## src/rtl/wb_pkg.sv

```systemverilog
// -----------------------------------------------------------------------------
// wb_pkg
// Shared types and constants for the write-back arbiter.
//   REG_COUNT  : number of architectural registers (x0..x31)
//   XLEN       : datapath width
//   RD_W       : register index width
//   wb_entry_t : buffered MDU result {rd, data}
//   rd_onehot  : register index -> one-hot register mask
// -----------------------------------------------------------------------------
package wb_pkg;

    localparam int REG_COUNT = 32;
    localparam int XLEN      = 64;
    localparam int RD_W      = 5;

    typedef struct packed {
        logic [RD_W-1:0] rd;
        logic [XLEN-1:0] data;
    } wb_entry_t;

    function automatic logic [REG_COUNT-1:0] rd_onehot(input logic [RD_W-1:0] rd);
        logic [REG_COUNT-1:0] one;
        one = {{(REG_COUNT-1){1'b0}}, 1'b1};
        return one << rd;
    endfunction

endpackage

```

## src/rtl/wb_fifo.sv

```systemverilog
// -----------------------------------------------------------------------------
// wb_fifo
// In-order buffer for MDU results awaiting the register-file write port.
// Storage is an array without reset; only pointers and count are cleared, so a
// reset empties the buffer and discards anything held in it.
// Ports:
//   clk, rst_n      : clock, synchronous active-low reset
//   i_push, i_entry : enqueue request and payload (ignored when full)
//   i_pop           : dequeue request (ignored when empty)
//   o_head          : entry at the read pointer (valid while !o_empty)
//   o_full, o_empty : occupancy flags
// Parameter DEPTH must be a power of two (>= 2) so pointers wrap naturally.
// -----------------------------------------------------------------------------
module wb_fifo
    import wb_pkg::*;
#(
    parameter int DEPTH = 2
) (
    input  logic      clk,
    input  logic      rst_n,
    input  logic      i_push,
    input  wb_entry_t i_entry,
    input  logic      i_pop,
    output wb_entry_t o_head,
    output logic      o_full,
    output logic      o_empty
);

    localparam int PTR_W = (DEPTH > 1) ? $clog2(DEPTH) : 1;

    wb_entry_t        r_mem [DEPTH];
    logic [PTR_W-1:0] r_wr_ptr;
    logic [PTR_W-1:0] r_rd_ptr;
    logic [PTR_W:0]   r_count;

    logic w_do_push;
    logic w_do_pop;

    assign o_full    = (r_count == (PTR_W+1)'(DEPTH));
    assign o_empty   = (r_count == '0);
    assign w_do_push = i_push && !o_full;
    assign w_do_pop  = i_pop && !o_empty;
    assign o_head    = r_mem[r_rd_ptr];

    always_ff @(posedge clk) begin
        if (!rst_n) begin
            r_wr_ptr <= '0;
            r_rd_ptr <= '0;
            r_count  <= '0;
        end else begin
            if (w_do_push) r_wr_ptr <= r_wr_ptr + 1'b1;
            if (w_do_pop)  r_rd_ptr <= r_rd_ptr + 1'b1;
            case ({w_do_push, w_do_pop})
                2'b10:   r_count <= r_count + 1'b1;
                2'b01:   r_count <= r_count - 1'b1;
                default: r_count <= r_count;
            endcase
        end
    end

    always_ff @(posedge clk) begin
        if (w_do_push) r_mem[r_wr_ptr] <= i_entry;
    end

endmodule

```

## src/rtl/wb_arbiter.sv

```systemverilog
// -----------------------------------------------------------------------------
// wb_arbiter
// Shares one register-file write port between the ALU (no backpressure) and a
// buffered MDU result stream, and tracks which registers have an MDU write
// outstanding.
// Ports:
//   clk, rst_n                    : clock, synchronous active-low reset
//   aluValid, aluRd, aluData      : ALU result this cycle
//   aluStall                      : upstream must hold the ALU result
//   mduValid, mduReady            : MDU result handshake (ready = buffer not full)
//   mduRd, mduData                : MDU result
//   issueValid, issueRd           : MDU op issued, marks issueRd pending
//   regWrite, writeReg, dataWrite : registered write port (one cycle per write)
//   pendingMask                   : bit i set while an MDU write to xi is outstanding
// Build option: define WB_STARVE_GUARD_EN to enable the starvation guard that
// forces the buffer head out after STARVE_LIMIT full-buffer cycles lost to the
// ALU. Without it aluStall is tied low and the ALU always wins.
// -----------------------------------------------------------------------------
module wb_arbiter
    import wb_pkg::*;
#(
    parameter int FIFO_DEPTH   = 2,
    parameter int STARVE_LIMIT = 4
) (
    input  logic                 clk,
    input  logic                 rst_n,
    input  logic                 aluValid,
    input  logic [RD_W-1:0]      aluRd,
    input  logic [XLEN-1:0]      aluData,
    input  logic                 mduValid,
    output logic                 mduReady,
    input  logic [RD_W-1:0]      mduRd,
    input  logic [XLEN-1:0]      mduData,
    input  logic                 issueValid,
    input  logic [RD_W-1:0]      issueRd,
    output logic                 regWrite,
    output logic [RD_W-1:0]      writeReg,
    output logic [XLEN-1:0]      dataWrite,
    output logic [REG_COUNT-1:0] pendingMask,
    output logic                 aluStall
);

    wb_entry_t w_mdu_entry;
    wb_entry_t w_head;
    logic      w_full;
    logic      w_empty;
    logic      w_push;
    logic      w_pop;
    logic      w_stall;
    logic      w_alu_win;

    logic                 w_sel_we;
    logic [RD_W-1:0]      w_sel_rd;
    logic [XLEN-1:0]      w_sel_data;
    logic [REG_COUNT-1:0] w_set_vec;
    logic [REG_COUNT-1:0] w_clr_vec;
    logic [REG_COUNT-1:0] w_pending_next;

    logic                 r_reg_write;
    logic [RD_W-1:0]      r_write_reg;
    logic [XLEN-1:0]      r_data_write;
    logic [REG_COUNT-1:0] r_pending;

    assign w_mdu_entry.rd   = mduRd;
    assign w_mdu_entry.data = mduData;

    // Ready depends only on occupancy, so a full buffer never accepts even if
    // it pops in the same cycle.
    assign mduReady  = !w_full;
    assign w_push    = mduValid && mduReady;
    assign w_alu_win = aluValid && !w_stall;
    assign w_pop     = !w_alu_win && !w_empty;
    assign aluStall  = w_stall;

    wb_fifo #(
        .DEPTH (FIFO_DEPTH)
    ) u_fifo (
        .clk     (clk),
        .rst_n   (rst_n),
        .i_push  (w_push),
        .i_entry (w_mdu_entry),
        .i_pop   (w_pop),
        .o_head  (w_head),
        .o_full  (w_full),
        .o_empty (w_empty)
    );

`ifdef WB_STARVE_GUARD_EN
    localparam int STARVE_W = $clog2(STARVE_LIMIT + 1);

    logic [STARVE_W-1:0] r_starve_cnt;

    assign w_stall = (r_starve_cnt == STARVE_W'(STARVE_LIMIT));

    always_ff @(posedge clk) begin
        if (!rst_n) begin
            r_starve_cnt <= '0;
        end else if (w_pop) begin
            r_starve_cnt <= '0;
        end else if (w_full && w_alu_win && !w_stall) begin
            r_starve_cnt <= r_starve_cnt + 1'b1;
        end
    end
`else
    assign w_stall = 1'b0;
`endif

    // Source selection; rd==0 consumes the slot but produces no write.
    always_comb begin
        w_sel_we   = 1'b0;
        w_sel_rd   = '0;
        w_sel_data = '0;
        if (w_alu_win) begin
            w_sel_we   = (aluRd != '0);
            w_sel_rd   = aluRd;
            w_sel_data = aluData;
        end else if (w_pop) begin
            w_sel_we   = (w_head.rd != '0);
            w_sel_rd   = w_head.rd;
            w_sel_data = w_head.data;
        end
    end

    // Pending scoreboard: an issue in the same cycle as the matching pop keeps
    // the bit set, since a newer MDU write is now outstanding. x0 never pends.
    assign w_set_vec = issueValid ? rd_onehot(issueRd) : '0;
    assign w_clr_vec = w_pop ? rd_onehot(w_head.rd) : '0;

    for (genvar gi = 0; gi < REG_COUNT; gi++) begin : g_pend
        if (gi == 0) begin : g_x0
            assign w_pending_next[gi] = 1'b0;
        end else begin : g_xn
            assign w_pending_next[gi] = w_set_vec[gi] | (r_pending[gi] & ~w_clr_vec[gi]);
        end
    end

    always_ff @(posedge clk) begin
        if (!rst_n) begin
            r_reg_write  <= 1'b0;
            r_write_reg  <= '0;
            r_data_write <= '0;
            r_pending    <= '0;
        end else begin
            r_reg_write  <= w_sel_we;
            r_write_reg  <= w_sel_rd;
            r_data_write <= w_sel_data;
            r_pending    <= w_pending_next;
        end
    end

    assign regWrite    = r_reg_write;
    assign writeReg    = r_write_reg;
    assign dataWrite   = r_data_write;
    assign pendingMask = r_pending;

endmodule

```

## config.mk

```make
export PLATFORM = sky130hd
export DESIGN_NAME = wb_arbiter
export DESIGN_NICKNAME = d
export VERILOG_FILES = /design/src/rtl/wb_pkg.sv /design/src/rtl/wb_fifo.sv /design/src/rtl/wb_arbiter.sv
export SDC_FILE = /design/constraint.sdc
export NUM_CORES = 1
export LEC_CHECK = 0
export ABC_AREA = 0
export CORE_UTILIZATION = 52
export DETAILED_ROUTE_END_ITERATION = 10
export GPL_TIMING_DRIVEN = 0
export PLACE_DENSITY_LB_ADDON = 0.1
export SLEW_MARGIN = 20
export SYNTH_ARGS = -nofsm -noshare
export SYNTH_HDL_FRONTEND = slang
export SYNTH_SLANG_ARGS = --single-unit
```

## constraint.sdc

```tcl
create_clock -name clk -period 5.98 [get_ports clk]
set_clock_uncertainty 0.05 [all_clocks]
set_input_delay 0.897 -clock clk [delete_from_list [all_inputs] [get_ports clk]]
set_output_delay 0.897 -clock clk [all_outputs]
set_load 0.02 [all_outputs]
```

==> impl_metrics.py, run 1 <==
metrics = {
    "status": {
        "status": "completed",
    },
    "clocking": {
        "ctsHoldBuffers": 0,
        "cts_tree": "built",
        "cts_resized": 0,
        "root_buffer": "clkbuf_16",
        "postCtsSetupRepairBufs": 0,
        "numCtsBuffers": 25,
        "cts_buffer_depth": 3,
        "cts_sinks": 244,
        "clk_latency_ns": 0.52,
        "path_clk_slew_ns": 0.06,
        "htreeDepth": 1,
    },
    "sta": {
        "whs_ns": 0.4663,
        "min_period_ns": 2.819,
        "drv_slew": 0,
        "hold_viol": 0,
        "timing.fmax_mhz": 354.7,
        "finalSetupViolations": 0,
        "period_share": 0.4715,
        "slew_headroom": 0.4463,
        "worst_pin_slew_ns": 0.8255,
        "rsz0062_at_grt": "no",
        "fin_tns_setup_ns": 0,
    },
    "critical_path": {
        "cp.required_ns": 5.03,
        "crit_arrival_ns": 1.87,
        "worst-path-buf-inv": 1,
        "cp_max_fo": 5,
        "end_kind": "output port",
        "start_kind": "register",
        "cp_slowest_cell": "clkdlybuf4s50_1",
        "timing_worst_setup_path_type": "reg -> out",
        "cpPeakStageDelay_ns": 0.68,
        "cpLargestDelayFamily": "buffers and inverters",
        "cp_cell_sequence": "nand2b_1 > clkdlybuf4s50_1",
    },
    "floorplan": {
        "initial_core_util": 0.5307,
        "dieArea_mm2": 0.01813,
        "rows": 48,
        "core_area_mm2": 0.01724,
        "die_y_um": 134.6,
        "ios": 252,
        "die_width_um": 134.6,
    },
    "power": {
        "power.total_w": 0.004912,
        "p_leak_nw": 4.446,
        "ir_drop_uv": 338.1,
        "p_per_area_mw_per_mm2": 381.2,
    },
    "grt": {
        "met1_usage": 0.3006,
        "grt_pass1_wl_um": 36110,
        "first_global_vias": 7004,
        "met3_usage": 0.05593,
        "grt_max_degree": 53,
        "grtUsageTotal": 0.2586,
        "grt_antenna_before_repair": 1,
        "grt_overflow_total": 0,
        "grt_util_met2": 0.4648,
        "grt_busiest_layer": "met2",
    },
    "yosys": {
        "synth_cell_types": 49,
        "ys_ff_latch": 244,
        "synthArstFlopShare": 0,
        "synth_area_mm2": 0.009148,
        "yosysSeqAreaShare": 0.6850,
        "ys.flop_type": "edfxtp_1",
        "syn_area_per_cell_um2": 13.82,
        "ys_warn_count": 0,
        "syn_inst": 662,
        "synth_edf_count": 138,
    },
    "min_path": {
        "hp-class": "reg -> reg",
    },
    "run": {
        "maxCapViolations": 0,
    },
    "drt": {
        "wirelength_um": 23590,
        "wl_per_cell_um": 19.92,
        "vias": 6661,
        "drc": 0,
        "first_pass_iters": 5,
        "drt_iter0_drc": 453,
        "drtAntennaViolNets": 0,
        "vias_per_cell": 5.626,
    },
    "final_layout": {
        "synthToLayoutAreaGrowth_pct": 40.87,
        "antenna_cells": 0,
        "most-common-layout-cells": "248 x clkdlybuf4s50_1, 138 x edfxtp_1, 106 x dfxtp_1, 71 x nor2_1",
        "nets": 1089,
        "layout-drive-gt1-share": 0.1679,
        "final_common_cell": "clkdlybuf4s50_1",
    },
    "place": {
        "hpwl_um": 16240,
        "gp_congestion": 0.9192,
        "port_buffers": 248,
    },
}
==> worst reg2reg max path: stages (launching register included) <==
cell and delay, ns:
dfxtp_1 0.36, o21bai_4 0.40, inv_2 0.21, buf_2 0.24, ha_1 0.35, or3_1 0.36, a21oi_1 0.15
==> area by class of cell <==
type / instances / area (µm²)
Fill cell: 1100 / 4350
Multi-Input combinational cell: 364 / 2636
Timing Repair Buffer: 250 / 2537
Buffer: 51 / 239.0
Tap cell: 225 / 281.5
Clock buffer: 33 / 715.7
Clock inverter: 13 / 192.7
Sequential cell: 244 / 6266
Inverter: 4 / 17.52
==> where the power goes <==
part	leakage (nW)	switching, W	internal (W)
sequential	2.16	0.0000686	0.00200
combinational	1.84	0.000620	0.000529
clock	0.445	0.000634	0.00106
total	4.45	0.00132	0.00359
==> metal layers <==
layer / share of wire / up-vias / wire, µm
li1: - / 3063 / -
met4: 0.030 / 0 / 708
met3: 0.074 / 53 / 1737
met5: 0 / - / 0
met1: 0.37 / 3249 / 8746
met2: 0.53 / 296 / 12400
==> Yosys cell counts, types with 18 or more instances <==
master / instances / share of area
edfxtp_1: 138 / 0.45
dfxtp_1: 106 / 0.23
nor2_1: 71 / 0.029
a22oi_1: 68 / 0.056
mux2_2: 68 / 0.084
nand2_1: 38 / 0.016
a21oi_1: 35 / 0.019
a311oi_1: 31 / 0.030
clkbuf_1: 24 / 0.0098
buf_2: 18 / 0.0098
==> stage by stage <==
stage	utilization	worst slack [ns]	instances	instance area, µm²
6_report	0.7476	3.161	1184	12890
5_1_grt	0.7476	3.120	1184	12890
4_1_cts	0.7476	3.145	1184	12890
3_5_place_dp	0.6949	3.103	1138	11980
3_3_place_gp	0.6913	1.493	1136	11920
2_1_floorplan	-	2.931	663	9151
==> final timing paths <==
check	start	endpoint	slack, ns	cells past startpoint
setup / recovery	u_fifo.r_count[0]	mduReady	3.16	2
hold reg to reg	pendingMask[8]	pendingMask[8]	0.47	2
hold / removal	pendingMask[8]	pendingMask[8]	0.47	2
setup reg to reg	u_fifo.r_count[1]	u_fifo.r_count[1]	3.80	6
==> registers in the layout (all words and copies together) (netlist names), named ones only <==
signal / flops
regWrite: 1
u_fifo.r_count: 2
writeReg: 5
u_fifo.r_rd_ptr: 1
dataWrite: 64
u_fifo.r_mem: 138
u_fifo.r_wr_ptr: 1
pendingMask: 31
==> kinds of logic after synthesis <==
family          synth area share
fa+ha+maj               0.001368
compound gates            0.1256
mux                      0.08521
other cells            0.0004099
simple gates             0.07181
flops                     0.6850
buf+inv                  0.02777
xor+xnor                0.002873
Note: power is estimated with default switching activity, not from simulation.
==> run 2: changes to the inputs <==
--- a/config.mk
+++ b/config.mk
@@ -6,7 +6,7 @@
 export NUM_CORES = 1
 export LEC_CHECK = 0
 export ABC_AREA = 0
-export CORE_UTILIZATION = 52
+export CORE_UTILIZATION = 48
 export DETAILED_ROUTE_END_ITERATION = 10
 export GPL_TIMING_DRIVEN = 0
 export PLACE_DENSITY_LB_ADDON = 0.1
==> constraint.sdc (replaced) <==
create_clock -name clk -period 2.6 [get_ports clk]
set_clock_uncertainty 0.05 [all_clocks]
set_input_delay 0.39 -clock clk [delete_from_list [all_inputs] [get_ports clk]]
set_output_delay 0.39 -clock clk [all_outputs]
set_load 0.02 [all_outputs]
==> run 2 against run 1 <==
Clock power rose by 120%. Critical endpoint unchanged. Critical path depth unchanged. Cell count grew 1.1%. Cell area down 0.14%. Setup slack got worse by 2.9 ns. First-iteration DRC count shrank 29%. Via count is 1.6% lower. Worst hold slack got worse by 0.061 ns. Sequential power increased by 130%. Core utilization fell by 6.0 points. Non-clock buffer count rose by 1.
==> impl_metrics.py, run 2 (synthesis gave the netlist of run 1 again) <==
metrics = {
    "status": {
        "status": "completed",
    },
    "critical_path": {
        "start_kind": "register",
        "cp_cell_sequence": "nand2b_1 > clkdlybuf4s50_1",
        "cpPeakStageDelay_ns": 0.68,
        "crit_arrival_ns": 1.89,
        "crit_cells": 2,
        "cpLargestDelayFamily": "buffers and inverters",
        "cp-startpoint": "u_fifo.r_count[0]",
        "r2r_slack_ns": 0.39,
        "r2r_cells": 6,
        "r2r-end": "u_fifo.r_count[1]",
        "cp_max_fo": 5,
        "rr_startpoint": "u_fifo.r_count[1]",
        "cp_slowest_cell": "clkdlybuf4s50_1",
        "cp.required_ns": 2.16,
        "timing_worst_setup_path_type": "reg -> out",
        "worst-path-buf-inv": 1,
        "end_kind": "output port",
    },
    "floorplan": {
        "ios": 252,
        "die_width_um": 140.1,
        "initial_core_util": 0.4890,
        "dieArea_mm2": 0.01961,
        "die_y_um": 140.1,
        "core_area_mm2": 0.01871,
        "rows": 50,
    },
    "final_layout": {
        "fillCellCount": 1326,
        "seqCellArea_mm2": 0.006266,
        "regMostFlops": "u_fifo.r_mem",
        "synthToLayoutAreaGrowth_pct": 40.68,
        "layout-drive-gt1-share": 0.1674,
        "multi_input_area_mm2": 0.002636,
        "most-common-layout-cells": "248 x clkdlybuf4s50_1, 138 x edfxtp_1, 106 x dfxtp_1, 71 x nor2_1",
        "largest_reg_flops": 138,
        "final_cells": 1197,
        "final_common_cell": "clkdlybuf4s50_1",
        "nets": 1091,
    },
    "clocking": {
        "cts_resized": 0,
        "root_buffer": "clkbuf_16",
        "path_clk_slew_ns": 0.06,
        "clk_latency_ns": 0.51,
        "cts_sinks": 244,
        "ctsHoldBuffers": 0,
        "postCtsSetupRepairBufs": 0,
        "numCtsBuffers": 26,
        "cts_buffer_depth": 3,
        "htreeDepth": 1,
        "cts_tree": "built",
    },
    "grt": {
        "grtUsageTotal": 0.2392,
        "grt_max_degree": 40,
        "first_global_vias": 6945,
        "grt_antenna_before_repair": 1,
        "grt_pass1_wl_um": 36370,
        "grt_overflow_total": 0,
    },
    "power": {
        "clkPwrFrac": 0.332,
        "switchingPower_w": 0.003026,
        "ir_drop_uv": 584.7,
        "netSwitchingFraction": 0.2728,
        "power.total_w": 0.01109,
        "p_leak_nw": 4.427,
        "combPwrFrac": 0.239,
        "p_int_w": 0.008067,
        "seqPwrFrac": 0.430,
        "p_per_area_mw_per_mm2": 862.0,
    },
    "sta": {
        "timing.fmax_mhz": 430.0,
        "drv_slew": 0,
        "finalSetupViolations": 0,
        "rsz0062_at_grt": "no",
        "period_share": 0.8944,
        "worst_pin_slew_ns": 0.9589,
        "min_period_ns": 2.325,
        "slew_headroom": 0.3607,
        "hold_viol": 0,
    },
    "min_path": {
        "hold_start": "mduRd[2]",
        "hp-class": "in -> reg",
        "min_path_cells": 1,
        "hold_end": "u_fifo.r_mem[1][66]",
    },
    "drt": {
        "vias": 6553,
        "drc": 0,
        "first_pass_iters": 5,
        "wirelength_um": 23300,
        "wl_per_cell_um": 19.46,
        "vias_per_cell": 5.475,
        "drtAntennaViolNets": 0,
        "drt_iter0_drc": 323,
    },
    "place": {
        "hpwl_um": 16580,
        "dp_cells": 1148,
        "port_buffers": 248,
        "gp_congestion": 0.8936,
    },
    "run": {
        "maxCapViolations": 0,
    },
}
-- run 2: changes by cell type in the layout (fill, tap and decap cells not counted), moves of 2 or more --
cell / delta
buf_12: +3
buf_16: -2
bufinv_16: -3
clkbuf_1: +2
clkbuf_16: +2
-- run 2: worst max-delay path by stage --
stage | to | slack, ns
after detailed placement | u_fifo.r_count[1] | 0.15
after global routing | mduReady | 0.21
after CTS | mduReady | 0.24
after global placement | u_fifo.r_mem[0][60] | -0.53
final | mduReady | 0.27
after floorplan | u_fifo.r_mem[0][0] | 0.30
-- run 2: per-layer routing --
layer	track usage	wire length [µm]	vias up
met5	0	0	-
met4	0.08676	621	0
met3	0.05060	1502	48
met2	0.4350	12190	245
met1	0.2773	8981	3185
li1	-	-	3075
-- run 2: cell type report --
class,instances,area share
sequential,244,0.4869
multi-input combinational,364,0.2049
timing repair buffer,251,0.1976
clock buffer,36,0.05902
tap,234,0.02275
buffer,51,0.01857
clock inverter,12,0.008653
inverter,4,0.001458
antenna,1,0.0001945
-- run 2: stage by stage --
stage / cell area (µm²) / hold WS (ns) / util / setup TNS [ns] / setup slack (ns)
after floorplan: 9156 / 0.4311 / - / 0 / 0.2966
after global placement: 11930 / 0.4500 / 0.6379 / -50.35 / -0.5330
after detailed placement: 12000 / 0.4694 / 0.6413 / 0 / 0.1492
after CTS: 12870 / 0.3862 / 0.6878 / 0 / 0.2387
after global routing: 12870 / 0.3915 / 0.6880 / 0 / 0.2075
final: 12870 / 0.4057 / 0.6880 / 0 / 0.2745
-- run 2: worst reg2reg max path, stage by stage, from the launching register on --
cell and delay, ns:
dfxtp_1 0.35, o21bai_4 0.40, inv_2 0.22, buf_2 0.25, ha_1 0.35, or3_1 0.36, a21oi_1 0.15
-- run 2: power by group through the flow --
stage / registers [W] / clock network (W) / logic, W
after global placement: 0.00484 / 0 / 0.00254
final: 0.00476 / 0.00368 / 0.00265
after floorplan: 0.00501 / 0 / 0.00142
after global routing: 0.00481 / 0.00391 / 0.00284
after detailed placement: 0.00484 / 0 / 0.00266
after CTS: 0.00477 / 0.00375 / 0.00268
==> run 3: changes to the inputs <==
--- a/config.mk
+++ b/config.mk
@@ -6,8 +6,10 @@
 export NUM_CORES = 1
 export LEC_CHECK = 0
 export ABC_AREA = 0
+export ABC_CLOCK_PERIOD_IN_PS = 2600
 export CORE_UTILIZATION = 48
 export DETAILED_ROUTE_END_ITERATION = 10
+export GPL_ROUTABILITY_DRIVEN = 0
 export GPL_TIMING_DRIVEN = 0
 export PLACE_DENSITY_LB_ADDON = 0.1
 export SLEW_MARGIN = 20
==> run 3 against run 2 <==
Worst hold slack got worse by 0.010 ns. Global-route usage fell by 0.84 points. Via count fell by 0.18%. Clock-buffer cell count fell by 1. Cell area fell by 0.37%. Clock power fell by 4%. Sequential power barely moved. Setup slack improved by 0.030 ns. Sequential share of layout area rose by 0.18 points. Maximum frequency rose by 1.3%. Highest routed layer unchanged. Register-to-register slack barely moved. Critical endpoint unchanged.
==> impl_metrics.py, run 3 (synthesis gave the netlist of run 1 again) <==
metrics = {
    "final_layout": {
        "layout-drive-gt1-share": 0.1667,
        "synthToLayoutAreaGrowth_pct": 40.16,
        "largest_reg_flops": 138,
        "regMostFlops": "u_fifo.r_mem",
        "most-common-layout-cells": "248 x clkdlybuf4s50_1, 138 x edfxtp_1, 106 x dfxtp_1, 71 x nor2_1",
        "fillCellCount": 1329,
        "final_common_cell": "clkdlybuf4s50_1",
        "final_cells": 1194,
        "antenna_cells": 0,
        "nets": 1090,
    },
    "power": {
        "seqPwrFrac": 0.435,
        "switchingPower_w": 0.003022,
        "p_int_w": 0.007932,
        "p_per_area_mw_per_mm2": 854.4,
        "p_leak_nw": 4.409,
        "power.total_w": 0.01095,
        "ir_drop_uv": 492.9,
        "netSwitchingFraction": 0.2759,
        "clkPwrFrac": 0.324,
        "combPwrFrac": 0.241,
    },
    "sta": {
        "fin_tns_setup_ns": 0,
        "rsz0062_at_grt": "no",
        "min_period_ns": 2.295,
        "drv_slew": 0,
        "worst_pin_slew_ns": 0.9287,
        "slew_headroom": 0.3809,
        "finalSetupViolations": 0,
        "hold_viol": 0,
        "timing.fmax_mhz": 435.6,
        "period_share": 0.8829,
        "whs_ns": 0.3954,
        "postLayoutSetupSlackWorst_ns": 0.3045,
    },
    "critical_path": {
        "crit_arrival_ns": 1.86,
        "cp_max_fo": 5,
        "end_kind": "output port",
        "cp.required_ns": 2.16,
        "start_kind": "register",
        "timing_worst_setup_path_type": "reg -> out",
    },
    "place": {
        "hpwl_um": 16240,
        "dp_cells": 1148,
        "pre_cts_slack_ns": 0.1854,
        "port_buffers": 248,
    },
    "floorplan": {
        "die_y_um": 140.1,
        "die_width_um": 140.1,
        "initial_core_util": 0.4890,
        "ios": 252,
        "core_area_mm2": 0.01871,
        "rows": 50,
        "dieArea_mm2": 0.01961,
    },
    "clocking": {
        "clk_latency_ns": 0.52,
        "htreeDepth": 1,
        "cts_tree": "built",
        "postCtsSetupRepairBufs": 0,
        "cts_buffer_depth": 3,
        "path_clk_slew_ns": 0.06,
        "cts_sinks": 244,
        "cts_resized": 0,
        "root_buffer": "clkbuf_16",
        "numCtsBuffers": 25,
        "ctsHoldBuffers": 0,
    },
    "grt": {
        "grt_antenna_before_repair": 0,
        "grt_pass1_wl_um": 35100,
        "grt_max_degree": 36,
        "first_global_vias": 6667,
        "grt_overflow_total": 0,
        "grtUsageTotal": 0.2309,
    },
    "drt": {
        "vias_per_cell": 5.478,
        "drt_iter0_drc": 338,
        "vias": 6541,
        "wl_per_cell_um": 19.15,
        "drtAntennaViolNets": 0,
        "wirelength_um": 22860,
        "first_pass_iters": 5,
        "drc": 0,
    },
    "run": {
        "maxCapViolations": 0,
    },
    "status": {
        "status": "completed",
    },
    "min_path": {
        "hp-class": "in -> reg",
    },
}
run 3: critical path: stages (launching register included):
cell	delay [ns]
dfxtp_1	0.43
nand2b_1	0.24
clkdlybuf4s50_1	0.66
run 3: power groups by stage:
stage	logic (W)	clock network [W]	registers, W
6_report	0.00264	0.00355	0.00476
5_1_grt	0.00284	0.00374	0.00480
4_1_cts	0.00266	0.00361	0.00476
3_5_place_dp	0.00264	0	0.00484
3_3_place_gp	0.00254	0	0.00484
2_1_floorplan	0.00142	0	0.00501
run 3: final cells by class:
| type | instances | area (µm²) | area share |
|---|---|---|---|
| Sequential cell | 244 | 6266 | 0.4887 |
| Multi-Input combinational cell | 364 | 2636 | 0.2056 |
| Clock inverter | 11 | 122.6 | 0.009564 |
| Buffer | 51 | 239.0 | 0.01864 |
| Inverter | 4 | 18.77 | 0.001464 |
| Clock buffer | 35 | 703.2 | 0.05485 |
| Tap cell | 234 | 292.8 | 0.02284 |
| Timing Repair Buffer | 251 | 2542 | 0.1983 |
run 3: worst paths after layout:
check             slack (ns)             endpoint               from  cells after the start
setup reg to reg        0.40    u_fifo.r_count[1]  u_fifo.r_count[1]                      6
setup / recovery        0.30             mduReady  u_fifo.r_count[0]                      2
hold reg to reg         0.48      pendingMask[21]    pendingMask[21]                      2
hold / removal          0.40  u_fifo.r_mem[1][31]        mduData[31]                      1
run 3: through the flow:
| step | utilization | cell area, µm² |
|---|---|---|
| floorplan | - | 9156 |
| global placement | 0.6379 | 11930 |
| detailed placement | 0.6413 | 12000 |
| CTS | 0.6854 | 12820 |
| global route | 0.6854 | 12820 |
| finish | 0.6854 | 12820 |
run 3: layer usage:
layer / global-route usage / vias to the layer above / part of all wire
met2: 0.4142 / 255 / 0.51
met3: 0.05675 / 42 / 0.067
met5: 0 / - / 0
li1: - / 3062 / -
met4: 0.08271 / 0 / 0.031
met1: 0.2675 / 3182 / 0.39
